`config.mk`:
```
export PLATFORM = sky130hd
export DESIGN_NAME = ternary_deserializer
export DESIGN_NICKNAME = d
export VERILOG_FILES = /design/src/rtl/ternary_pkg.sv /design/src/rtl/ternary_trit_decode.sv /design/src/rtl/ternary_deserializer.sv
export SDC_FILE = /design/constraint.sdc
export NUM_CORES = 1
export LEC_CHECK = 0
export ABC_AREA = 1
export CORE_UTILIZATION = 41
export DETAILED_ROUTE_END_ITERATION = 10
export PLACE_DENSITY = 0.59
export SYNTH_ARGS = -nofsm -noshare
export SYNTH_HDL_FRONTEND = slang
export SYNTH_SLANG_ARGS = --single-unit
```
`constraint.sdc`:
```
create_clock -name clk -period 3.2 [get_ports clk]
set_input_delay 0.96 -clock clk [delete_from_list [all_inputs] [get_ports clk]]
set_output_delay 0.96 -clock clk [all_outputs]
set_load 0.1 [all_outputs]
```
`src/rtl/ternary_pkg.sv`:
```
// Shared definitions for the ternary datapath blocks.
// Trit line encoding plus small elaboration-time helpers.
package ternary_pkg;

    localparam logic [1:0] TRIT_0       = 2'b00;
    localparam logic [1:0] TRIT_1       = 2'b01;
    localparam logic [1:0] TRIT_2       = 2'b10;
    localparam logic [1:0] TRIT_ILLEGAL = 2'b11;

    localparam int TRITS_MAX = 5;

    // 3**n, used to size-check frames at elaboration.
    function automatic longint pow3(input int n);
        longint r;
        r = 1;
        for (int i = 0; i < n; i++) begin
            r = r * 3;
        end
        return r;
    endfunction

endpackage

```
`src/rtl/ternary_trit_decode.sv`:
```
// Combinational trit decoder.
// Maps a 2-bit line code to its digit value and an illegal flag.
module ternary_trit_decode
    import ternary_pkg::*;
(
    input  logic [1:0] code,
    output logic [1:0] value,
    output logic       illegal
);

    // Illegal codes contribute zero to the accumulator.
    always_comb begin
        value   = 2'd0;
        illegal = 1'b0;
        unique case (code)
            TRIT_0:  value = 2'd0;
            TRIT_1:  value = 2'd1;
            TRIT_2:  value = 2'd2;
            default: illegal = 1'b1;
        endcase
    end

endmodule

```
`src/rtl/ternary_deserializer.sv`:
```
// Ternary-to-binary frame deserializer.
// MSB-first trits accumulate into a frame held in an output register.
module ternary_deserializer #(
    parameter int TRITS = 5,
    parameter int WIDTH = 8
) (
    input  logic             clk,
    input  logic             rst_n,
    input  logic [1:0]       in_trit,
    input  logic             in_valid,
    output logic             in_ready,
    output logic [WIDTH-1:0] out_data,
    output logic             out_err,
    output logic             out_valid,
    input  logic             out_ready
);

    import ternary_pkg::*;

    localparam int CW = $clog2(TRITS + 1);
    localparam logic [CW-1:0] LAST_IDX = CW'(TRITS - 1);

    if (TRITS < 1 || TRITS > TRITS_MAX) begin : g_bad_trits
        $error("ternary_deserializer: TRITS out of range");
    end

    if (pow3(TRITS) > (64'd1 << WIDTH)) begin : g_bad_width
        $error("ternary_deserializer: WIDTH too small");
    end

    logic [WIDTH-1:0] acc;
    logic [CW-1:0]    cnt;
    logic             err_acc;

    logic [1:0]       dec_value;
    logic             dec_illegal;

    logic             last;
    logic             accept;
    logic             frame_done;
    logic             frame_err;
    logic [WIDTH-1:0] acc_next;

    ternary_trit_decode u_decode (
        .code    (in_trit),
        .value   (dec_value),
        .illegal (dec_illegal)
    );

    // Only the final trit needs room in the output register.
    always_comb begin
        last     = (cnt == LAST_IDX);
        in_ready = !(last && out_valid && !out_ready);
        accept   = in_valid && in_ready;
        frame_done = accept && last;
        frame_err  = err_acc || dec_illegal;
        acc_next = (acc << 1) + acc + WIDTH'(dec_value);
    end

    // Accumulator: shift in one trit per accepted beat.
    always_ff @(posedge clk) begin
        if (!rst_n) begin
            acc     <= '0;
            cnt     <= '0;
            err_acc <= 1'b0;
        end else if (frame_done) begin
            acc     <= '0;
            cnt     <= '0;
            err_acc <= 1'b0;
        end else if (accept) begin
            acc     <= acc_next;
            cnt     <= cnt + 1'b1;
            err_acc <= frame_err;
        end
    end

    // Output register: load on frame completion, drop on take.
    always_ff @(posedge clk) begin
        if (!rst_n) begin
            out_valid <= 1'b0;
            out_data  <= '0;
            out_err   <= 1'b0;
        end else if (frame_done) begin
            out_valid <= 1'b1;
            out_data  <= frame_err ? '0 : acc_next;
            out_err   <= frame_err;
        end else if (out_ready) begin
            out_valid <= 1'b0;
        end
    end

endmodule

```
== Yosys cells after proc, flatten, opt, wreduce, memory -nomap -nowiden ==
Index checks and enable logic that the tools add are counted.
Word-level totals
  flip-flop bits (word level): 22
  bits in latches: 0
  bits in writable memories: 0
  ROM bits: 0
  input port bits: 6
  output and inout port bits: 11
  logic and storage cells: 29
  memories kept: 0
Operators by class
  add/sub/neg operators: 3
  multiply operators: 0
  div/mod/pow operators: 0
  order comparisons: 0
  equality and inequality tests: 3
  shift operators: 0
  muxes and demuxes: 5
  bitwise operators: 1
  reductions and logical operators: 11
Operators with widths (count)
  adder 8 x 2 -> 8 bit: 1
  adder 8 bit: 1
  two-way mux 8 bit: 1
  logical AND 1 bit: 4
  one-hot mux 2 bit (2 select lines): 1
  adder 3 x 1 -> 3 bit, second input constant: 1
  == test 3 bit, second input constant: 1
  two-way mux 1 bit: 3
  OR reduction 3 bit: 1
  == test 2 x 1 -> 1 bit, second input constant: 1
  == test 2 bit, second input constant: 1
  zero test 1 bit: 2
  zero test 2 bit: 1
  nonzero test 2 bit: 1
  OR reduction 2 bit: 1
  logical OR 1 bit: 1
  NOT 1 bit: 1

== Logic depth before layout (Yosys ltp) ==
  depth after elaboration: 7
  depth in mapped cells: 13
  gate-level depth less buffers: 13

== Cells and area by module ==
Synthesis repeated with hierarchy kept, for this count alone.
Unflattened totals
  cell total of the unflattened synthesis: 182
  area, all modules: 1317.5 um^2
Modules (own cells, without submodules)
  ternary_deserializer: instances 1, cells an instance 176, area an instance 1295.0 um^2, sequential area each 440.4 um^2
  ternary_trit_decode: instances 1, cells an instance 6, area an instance 22.5 um^2, sequential area each 0.0 um^2

== Least setup slack after synthesis ==
No wires, ideal clock.
  path type: input to register
  start point: input port in_trit[1]
  end point: register acc[7]
  setup time: 0.109 ns
  arrival time: 2.601 ns
  data required time: 3.091 ns
  path slack: 0.491 ns
  stages: 13
  path buffers: 0
  path through: inv_1 > nor2_1 > fa_1 > ha_1 > fa_1 > nand2_1 > nand2_1 > nand3_1 > nand2_1 > nand2_1 > nand3_2 > nand2_1 > inv_1
On the way
  longest elaborated chain between the ends: 3
  elaborated cells between the ends (all ways): 4
  classes of those cells: 1 x add/sub; 2 x eq/ne; 1 x mux
Ends and longest elaborated chain
  start, declared: RTL line ternary_deserializer.sv:9  | input logic [1:0] in_trit,
  == test 2 bit / == test 2 x 1 -> 1 bit (equally long branches): RTL line ternary_trit_decode.sv:15  | unique case (code)
  one-hot mux 2 bit (2 select lines) (*): RTL line ternary_trit_decode.sv:15
  adder 8 x 2 -> 8 bit (*): RTL line ternary_deserializer.sv:57  | acc_next = (acc << 1) + acc + WIDTH'(dec_value);
  end signal, assigned: RTL line ternary_deserializer.sv:71  | acc <= acc_next;
  end, declared: RTL line ternary_deserializer.sv:31  | logic [WIDTH-1:0] acc;
Every way passes the cells marked *; elsewhere a longest branch is shown, timed or not.
A chain may end at the register's enable or synchronous reset.

== Worst setup path after layout ==
Ends and elaborated chain as after synthesis.

==> run_results.csv <==
group,metric,value,unit
route,via_per_inst,4.66,
min_path,holdPathStages,2,
synthesis,synth_top_area_share,33.9,%
place,dp_worst_setup_slack,-0.154,ns
min_path,hold_class,"flop to flop",
cells_and_area,drive_gt1_share,13.3,%
sta,final_max_slew_viol_count,0,
setup_path,crit_required,3.42,ns
cts,cts_tree,"yes",
global_route,grt_util_met3,3.08,%
cts,cts_root_buf,"clkbuf_4",
cts,cts_inserted_buffers,3,
route,drc,0,
power_and_ir_drop,peakVddDrop,0.137,mV
synthesis,yosys_warnings,0,
route,dr.pass1.iters,5,
outcome,status,"complete, no violations",
cells_and_area,area_growth,16.6,%
setup_path,rr_startpoint,"acc[0]$_SDFFE_PP0N_",
floorplanning,core,0.00303,mm^2
power_and_ir_drop,internal_power,0.376,mW
cells_and_area,post-route-util,50.0,%
global_route,top_usage_layer,"met2",
place,hpwl,2000,um
synthesis,ys_async_sr_fraction,0,%
sta,slew_headroom,81.3,%
sta,worst_slack,0.192,ns
cts,cts_setup_buffers,0,
place,port_buffers,16,
synthesis,ys_ff_latch,22,
power_and_ir_drop,swShare,30.3,%
setup_path,critPathCaptureType,"flop",
global_route,antenna_found_initial,0,
global_route,use_met2,28.1,%
min_path,min_from,"out_err$_SDFFE_PN0P_",
route,routed_wl,2590,um
floorplanning,start_util,42.9,%
floorplanning,die_w,58.3,um
route,wire_per_inst,10.8,um
power_and_ir_drop,p_seq_share,54.7,%
route,final_antenna_net_count,0,
min_path,hold-path-endpoint,"out_err$_SDFFE_PN0P_",
route,first_iter_violations,46,
setup_path,worstPathMaxFanout,3,
floorplanning,num_rows,20,
synthesis,synth_area,0.00130,mm^2
sta,clock_skew,0.00322,ns
setup_path,r2r_slack,1.10,ns
setup_path,worst_ep_arrival_time,3.23,ns
setup_path,rr_endpoint,"acc[7]$_SDFFE_PP0N_",
cts,path_clk_slew,0.12,ns
cts,cts_buffer_depth,2,
run,cap_viol_max_count,0,
synthesis,synth.most_common_cell,"nand2_1",
floorplanning,die_area,0.00340,mm^2
cts,cts_sinks,22,
synthesis,synth_nets,199,
power_and_ir_drop,p_sw,0.164,mW
power_and_ir_drop,p_leak,0.805,nW
cts,htree_num_levels,1,
power_and_ir_drop,power_frac_clock,23.8,%
cells_and_area,num-fill-cells,308,
synthesis,synthTopCellsByCount,"nand2_1 (68), dfxtp_1 (22), inv_1 (20), a21oi_1 (14), ha_1 (14)",
global_route,overflow,0,
cts,ctsResizeCount,0,
route,via_count,1119,
setup_path,reg2regPathDepth,11,
sta,tightest_slew,0.282,ns
synthesis,synth_edf_count,0,
global_route,met1_usage,22.7,%
cts,hold_buffers,0,
global_route,grt_pass1_wl,4450,um
sta,rsz0062_at_grt,"false",
cts,clk_latency,0.31,ns
sta,clock.fmax,332,MHz
setup_path,worstSetupStartpointType,"primary input",
setup_path,path_class,"primary input to flop",
sta,finalCritPeriodShare,94.0,%
global_route,grt_pass1_vias,1053,
synthesis,avgSynthCellArea,7.34,um^2
cells_and_area,nets,220,
power_and_ir_drop,power_density,356,mW/mm^2
synthesis,synth_cells,177,
synthesis,yosysSeqAreaShare,33.9,%
floorplanning,io-pin-count,17,
sta,min_period,3.01,ns
synthesis,synth_cell_types,21,
synthesis,synth_ff_type,"dfxtp_1",
global_route,grt_max_degree,15,
power_and_ir_drop,power_frac_comb,21.6,%
synthesis,synth_largest_area_cell,"dfxtp_1",
sta,final-setup-viol-count,0,
place,place.gp.congestion,0.772,
floorplanning,die_h,58.3,um
global_route,grtUsageTotal,17.5,%
sta,hold_viol_final,0,
synthesis,synth_area_leaders,"dfxtp_1 (34%), nand2_1 (20%), ha_1 (13%)",
cells_and_area,antennaDiodeCount,0,
## power groups by stage
stage                     Combinational (mW)  Clock [mW]  Sequential [mW]
after floorplan                       0.0871           0            0.301
after global placement                 0.115           0            0.301
after detailed placement               0.116           0            0.301
after CTS                              0.117       0.134            0.295
after global routing                   0.135       0.142            0.297
final                                  0.117       0.128            0.295
## cell families after synthesis
family,after synthesis,synth area share (%)
simple gates,91,31.4
buf+inv,26,8.85
flops,22,33.9
compound gates,19,7.31
fa+ha+maj,16,16.6
xor+xnor,3,2.02
## per-stage QoR
stage | instances | setup TNS [ns] | power, mW | instance area [um^2] | hold slack, ns
2_1_floorplan | 177 | 0 | 0.388 | 1300 | 0.430
3_3_place_gp | 237 | -0.492 | 0.415 | 1490 | 0.434
3_5_place_dp | 237 | -0.725 | 0.417 | 1490 | 0.439
4_1_cts | 240 | 0 | 0.547 | 1520 | 0.457
5_1_grt | 240 | 0 | 0.574 | 1520 | 0.484
6_report | 240 | 0 | 0.540 | 1520 | 0.453
## flip-flops by register name, summed over array words and instances (netlist names)
register   cells
cnt            3
out_valid      1
acc            8
out_err        1
out_data       8
err_acc        1
## worst max-delay path, stage by stage
cell             delay (ns)
clkdlybuf4s50_1        0.48
inv_1                  0.05
nor2_1                 0.13
fa_1                   0.44
ha_1                   0.24
fa_1                   0.41
nand2_1                0.09
nand2_1                0.06
nand3_1                0.07
nand2_1                0.05
nand2_1                0.09
nand3_2                0.07
nand2_1                0.06
inv_1                  0.03
## worst max-delay path by stage
stage	from	to	cells after the start
floorplan	in_trit[1]	acc[7]$_SDFFE_PP0N_	13
CTS	in_trit[1]	acc[7]$_SDFFE_PP0N_	14
detailed placement	in_trit[1]	acc[7]$_SDFFE_PP0N_	14
finish	in_trit[1]	acc[7]$_SDFFE_PP0N_	14
global placement	in_trit[1]	acc[7]$_SDFFE_PP0N_	14
global route	in_trit[1]	acc[7]$_SDFFE_PP0N_	14
## area by class of cell
cell class / count / area (um^2) / area share, %
clock buffers: 3 / 22.5 / 1.49
multi-input cells: 129 / 744 / 49.1
repair buffers: 18 / 160 / 10.6
flip-flops and latches: 22 / 440 / 29.1
inverters: 24 / 92.6 / 6.11
well taps: 44 / 55.1 / 3.63
## layout by cell type (no fill, tap or decap), types with 2 or more instances in the layout
cell and n:
a21oi_1 14, ha_1 14, buf_4 12, clkbuf_4 3, xor2_1 3, nand3_4 2, nand2_4 2, nand2_1 68
inv_2 3, nor2_1 8, o21ai_0 4, nand3_1 6, inv_1 20, fa_1 2, dfxtp_1 22, clkdlybuf4s50_1 5
## per-layer routing
metal	share of wire, %	vias to the layer above
met3	2.5	2
met5	0	-
met1	49	509
met2	47	16
li1	-	592
met4	0.85	0
No activity file was read; power rests on OpenSTA's default activity.
